$ cat config.mk
export PLATFORM = sky130hd
export DESIGN_NAME = div_unit
export DESIGN_NICKNAME = d
export VERILOG_FILES = /design/src/rtl/div_unit_pkg.sv /design/src/rtl/div_unit.sv
export SDC_FILE = /design/constraint.sdc
export NUM_CORES = 1
export LEC_CHECK = 0
export CORE_ASPECT_RATIO = 1.2
export CORE_MARGIN = 2
export CORE_UTILIZATION = 25
export DETAILED_ROUTE_END_ITERATION = 10
export REMOVE_ABC_BUFFERS = 1
export SYNTH_ARGS = -nofsm -noshare
export SYNTH_HDL_FRONTEND = slang
export SYNTH_SLANG_ARGS = --single-unit
$ cat constraint.sdc
create_clock -name clk -period 3 [get_ports clk]
set_input_delay 0.3 -clock clk [delete_from_list [all_inputs] [get_ports clk]]
set_output_delay 0.3 -clock clk [all_outputs]
set_load 0.02 [all_outputs]
$ cat src/rtl/div_unit_pkg.sv
// ============================================================================
// Module      : div_unit_pkg
// Description : Shared encodings for the iterative divider and its execute-side users.
// Revision    : 1.0 - initial release
// ============================================================================
`default_nettype none

package div_unit_pkg;

  typedef enum logic [1:0] {
    DIV_FREE   = 2'b00,
    DIV_BYZERO = 2'b01,
    DIV_ON     = 2'b10,
    DIV_END    = 2'b11
  } div_state_e;

  localparam logic C_DIV_RESULT_READY     = 1'b1;
  localparam logic C_DIV_RESULT_NOT_READY = 1'b0;
  localparam logic C_DIV_START            = 1'b1;
  localparam logic C_DIV_STOP             = 1'b0;

  // ALU operation codes that execute decodes into a divider request
  localparam logic [7:0] C_EXE_DIV_OP  = 8'b0001_1010;
  localparam logic [7:0] C_EXE_DIVU_OP = 8'b0001_1011;

endpackage : div_unit_pkg

`default_nettype wire

$ cat src/rtl/div_unit.sv
// ============================================================================
// Module      : div_unit
// Description : Multi-cycle restoring divider (signed/unsigned), result {rem, quo}.
// Revision    : 1.0 - initial release
// ============================================================================
`default_nettype none

module div_unit
  import div_unit_pkg::*;
#(
  parameter int DW = 32,
  parameter int CW = $clog2(DW + 1)
) (
  input  logic            clk,
  input  logic            rst,
  input  logic            signed_i,
  input  logic [DW-1:0]   opdata1_i,
  input  logic [DW-1:0]   opdata2_i,
  input  logic            start_i,
  input  logic            annul_i,
  output logic [2*DW-1:0] result_o,
  output logic            ready_o
);

  localparam logic [CW-1:0] C_LAST = CW'(DW);

  div_state_e      r_state;
  logic [CW-1:0]   r_cnt;
  logic [DW-1:0]   r_dvd;       // dividend bits shift out, quotient bits shift in
  logic [DW-1:0]   r_dvs;
  logic [DW-1:0]   r_rem;
  logic            r_signed;
  logic            r_neg1;
  logic            r_neg2;
  logic [2*DW-1:0] r_result;
  logic            r_ready;

  div_state_e      w_state_nxt;
  logic [CW-1:0]   w_cnt_nxt;
  logic [DW-1:0]   w_dvd_nxt;
  logic [DW-1:0]   w_dvs_nxt;
  logic [DW-1:0]   w_rem_nxt;
  logic            w_signed_nxt;
  logic            w_neg1_nxt;
  logic            w_neg2_nxt;
  logic [2*DW-1:0] w_result_nxt;
  logic            w_ready_nxt;

  logic [DW:0]     w_shift;
  logic [DW:0]     w_diff;
  logic [DW-1:0]   w_abs1;
  logic [DW-1:0]   w_abs2;
  logic [DW-1:0]   w_quo_fix;
  logic [DW-1:0]   w_rem_fix;

  // Magnitude of the most-negative value wraps to 2^(DW-1), which is correct read as unsigned
  assign w_abs1 = (signed_i && opdata1_i[DW-1]) ? -opdata1_i : opdata1_i;
  assign w_abs2 = (signed_i && opdata2_i[DW-1]) ? -opdata2_i : opdata2_i;

  assign w_shift   = {r_rem, r_dvd[DW-1]};
  assign w_diff    = w_shift - {1'b0, r_dvs};
  assign w_quo_fix = (r_signed && (r_neg1 ^ r_neg2)) ? -r_dvd : r_dvd;
  assign w_rem_fix = (r_signed && r_neg1) ? -r_rem : r_rem;

  always_comb begin
    w_state_nxt  = r_state;
    w_cnt_nxt    = r_cnt;
    w_dvd_nxt    = r_dvd;
    w_dvs_nxt    = r_dvs;
    w_rem_nxt    = r_rem;
    w_signed_nxt = r_signed;
    w_neg1_nxt   = r_neg1;
    w_neg2_nxt   = r_neg2;
    w_result_nxt = r_result;
    w_ready_nxt  = r_ready;

    if (annul_i && (r_state != DIV_FREE)) begin
      w_state_nxt  = DIV_FREE;
      w_ready_nxt  = C_DIV_RESULT_NOT_READY;
      w_result_nxt = '0;
    end else begin
      unique case (r_state)
        DIV_FREE: begin
          w_ready_nxt  = C_DIV_RESULT_NOT_READY;
          w_result_nxt = '0;
          if ((start_i == C_DIV_START) && !annul_i) begin
            if (opdata2_i == '0) begin
              w_state_nxt = DIV_BYZERO;
            end else begin
              w_state_nxt  = DIV_ON;
              w_dvd_nxt    = w_abs1;
              w_dvs_nxt    = w_abs2;
              w_rem_nxt    = '0;
              w_cnt_nxt    = '0;
              w_signed_nxt = signed_i;
              w_neg1_nxt   = opdata1_i[DW-1];
              w_neg2_nxt   = opdata2_i[DW-1];
            end
          end
        end
        DIV_BYZERO: begin
          w_state_nxt  = DIV_END;
          w_result_nxt = '0;
          w_ready_nxt  = C_DIV_RESULT_READY;
        end
        DIV_ON: begin
          if (r_cnt == C_LAST) begin
            w_state_nxt  = DIV_END;
            w_result_nxt = {w_rem_fix, w_quo_fix};
            w_ready_nxt  = C_DIV_RESULT_READY;
          end else begin
            w_cnt_nxt = r_cnt + CW'(1);
            if (!w_diff[DW]) begin
              w_rem_nxt = w_diff[DW-1:0];
              w_dvd_nxt = {r_dvd[DW-2:0], 1'b1};
            end else begin
              w_rem_nxt = w_shift[DW-1:0];
              w_dvd_nxt = {r_dvd[DW-2:0], 1'b0};
            end
          end
        end
        DIV_END: begin
          if (start_i == C_DIV_STOP) begin
            w_state_nxt  = DIV_FREE;
            w_ready_nxt  = C_DIV_RESULT_NOT_READY;
            w_result_nxt = '0;
          end
        end
        default: begin
          w_state_nxt = DIV_FREE;
        end
      endcase
    end
  end

  always_ff @(posedge clk or negedge rst) begin
    if (!rst) begin
      r_state  <= DIV_FREE;
      r_cnt    <= '0;
      r_dvd    <= '0;
      r_dvs    <= '0;
      r_rem    <= '0;
      r_signed <= 1'b0;
      r_neg1   <= 1'b0;
      r_neg2   <= 1'b0;
      r_result <= '0;
      r_ready  <= C_DIV_RESULT_NOT_READY;
    end else begin
      r_state  <= w_state_nxt;
      r_cnt    <= w_cnt_nxt;
      r_dvd    <= w_dvd_nxt;
      r_dvs    <= w_dvs_nxt;
      r_rem    <= w_rem_nxt;
      r_signed <= w_signed_nxt;
      r_neg1   <= w_neg1_nxt;
      r_neg2   <= w_neg2_nxt;
      r_result <= w_result_nxt;
      r_ready  <= w_ready_nxt;
    end
  end

  assign result_o = r_result;
  assign ready_o  = r_ready;

endmodule : div_unit

`default_nettype wire

==> flow_summary.yaml <==
clock_network:
  clockRootBuffer: "clkbuf_16"
  clock_sinks: 172
  clk_latency_ns: 0.45
  clockBufferDepth: 2
  tritoncts: "done"
  cts_buffers: 17
  htree_levels: 4
  clk_pin_slew_ns: 0.07
detailed_routing:
  wl_per_cell_um: 15.4
  via_count: 10313
  drc: 0
  first_pass_iters: 6
  drtIter0Drc: 551
  avgViaCountPerCell: 4.66
  drtAntennaViolNets: 0
  routed_wl_mm: 34.1
floorplanning:
  rows: 85
  io_pins: 134
  initial_core_util_pct: 25.3
  coreArea_um2: 44900
  dieWidth_um: 198
  die_y_um: 237
  die-area_um2: 47100
critical_path:
  worstSetupStartpointType: "flip-flop"
  reg2reg_slack_ns: -0.007
  r2r-start: "r_rem[4]"
  path_class: "reg2reg"
  r2r-end: "r_rem[24]"
  end_kind: "flip-flop"
  crit_path_max_fanout: 4
  ff2ff_path_depth: 12
  cp_data_required_time_ns: 3.31
  cp.arrival_ns: 3.32
min_path:
  holdCritPathClass: "in2async"
yosys:
  synth_top_area_share_pct: 38.0
  async_reset_ff_share_pct: 100
  yosys-top-cells-count: "219 x nand2_1, 180 x o21ai_0, 172 x dfrtp_1"
  synth_area_per_cell_um2: 8.24
  ys_warn_count: 0
  synth_seq_cells: 172
  synth_seq_area_share_pct: 38.0
  synth_edf_count: 0
  yosysTopAreaCell: "dfrtp_1"
  ys_types: 59
  synth_ff_type: "dfrtp_1"
  netlist_instances: 1376
  synth_area_leaders: "dfrtp_1 38%, o21ai_0 7.9%, nand2_1 7.2%"
  syn-cell-area_um2: 11300
  yosysMostFrequentCell: "nand2_1"
finish:
  drive_above_1_share_pct: 13.0
  fin_nets: 1703
  multiInputGateArea_um2: 6700
  area_growth_pct: 33.2
  ff_latch_area_um2: 4310
  fill_cells: 4697
  design_area_um2: 15100
  n_antenna_cell: 0
place:
  dp_hpwl_mm: 26.3
  io_buffers: 133
  gp_congestion: 0.811
  dpl_cell_area_um2: 14200
  dp_worst_setup_slack_ns: -0.416
outcome:
  violations: "negative setup slack"
  outcome: "complete, but fails checks"
timing:
  worst_pin_slew_ns: 1.00
  setup_tns_ns: -0.00748
  fmax_mhz: 333
  fin_skew_ns: 0.00983
  timing.final.crit_period_ns: 3.01
  post-route-period-util_pct: 100
  drv_slew: 0
  slew-limit-headroom_pct: 32.4
  setup_viol: 1
  rsz0062_at_grt: "true"
  layout_setup_ws_ns: -0.00748
  final_hold_viol_count: 0
power:
  p_leak_nw: 6.47
  peakVddDrop_mv: 0.547
  p_total_mw: 17.2
  p_per_area_nw_per_um2: 1140
global_routing:
  grt_usage_pct: 14.6
  grt_pass1_wl_mm: 54.3
  antenna_found_initial: 0
  grt_max_degree: 67
  grt_pass1_vias: 10226
  gr-total-overflow: 0
run:
  drv_cap: 0
==> registers in the layout (all words and copies together) (netlist names) <==
| register | count |
|---|---|
| r_cnt | 6 |
| r_dvd | 32 |
| r_dvs | 32 |
| r_neg1 | 1 |
| r_neg2 | 1 |
| r_rem | 32 |
| r_signed | 1 |
| r_state | 2 |
| ready_o | 1 |
| result_o | 64 |
==> stage by stage <==
stage                     std cells  util, %  hold WS (ns)
after global routing           2213     33.7         0.463
after CTS                      2210     33.3         0.436
final                          2213     33.7         0.412
after global placement         2174     31.6         0.353
after detailed placement       2174     31.6         0.366
after floorplan                1309        -       0.00441
==> worst max-delay path by stage <==
stage	start	slack [ns]	end
after floorplan	r_state[0]	-3.17	r_state[1]
after global placement	opdata1_i[8]	-0.43	r_dvd[31]
after detailed placement	opdata1_i[8]	-0.42	r_dvd[31]
after CTS	r_dvs[0]	-0.04	r_rem[9]
after global routing	r_dvs[0]	-0.16	r_rem[24]
final	r_rem[4]	-0.007	r_rem[24]
==> layer usage <==
| layer | GRT usage [%] | vias to the layer above | wire length, um | part of all wire, % |
|---|---|---|---|---|
| met1 | 17.5 | 4895 | 14700 | 43 |
| met2 | 26.7 | 182 | 17400 | 51 |
| met3 | 2.31 | 31 | 1280 | 3.7 |
| met4 | 4.48 | 0 | 624 | 1.8 |
| li1 | - | 5205 | - | - |
| met5 | 0 | - | 0 | 0 |
==> cells by family after synthesis <==
logic type | synth area share (%)
simple gates | 17.1
xor+xnor | 11.4
fa+ha+maj | 4.70
mux | 3.16
flops | 38.0
compound gates | 21.2
buf+inv | 4.49
==> cells in the final DEF, fill, tap and decap left out, drive strengths merged, types with 11 or more instances in the layout <==
cell and count:
dfrtp 172, o31ai 26, nand2b 11, a21oi 109, nor3 25, o21ai 182, xnor2 70, nor2 104
inv 63, xor2 77, nand2 219, nand3 12, or3 17, ha 41, buf 131, a31oi 14
clkbuf 21, a21o 20, clkdlybuf4s50 132, mux2i 29
==> report_power, final <==
part	internal (mW)	switching [mW]
registers	3.25	0.812
clock network	1.52	0.964
logic	4.66	6.03
total	9.43	7.80
==> critical path, cell delays in order, from the launching register on <==
cell      delay (ns)
dfrtp_1         0.41
ha_1            0.32
a21o_1          0.20
a211o_1         0.31
o21ai_2         0.18
o211ai_1        0.16
nand2_1         0.15
buf_6           0.12
o21ai_2         0.06
buf_6           0.13
or3b_2          0.46
a21oi_1         0.23
o41ai_2         0.14
==> layout make-up <==
cell class / instances / area share, %
timing repair buffer: 264 / 16.3
clock buffer: 21 / 3.05
inverter: 62 / 1.54
sequential: 172 / 28.5
multi-input combinational: 1075 / 44.3
tap: 609 / 5.04
clock inverter: 10 / 1.23
==> repair_timing <==
item | in CTS | in global routing
resized for setup | 19 | 52
pin swaps | 9 | 12
setup buffers | 3 | 3
endpoints found under the hold margin | 63 | 0
gates cloned | 1 | 0
hold buffers | 1 | 0
setup endpoints to repair | 33 | 35
(Power assumes the default switching activity.)
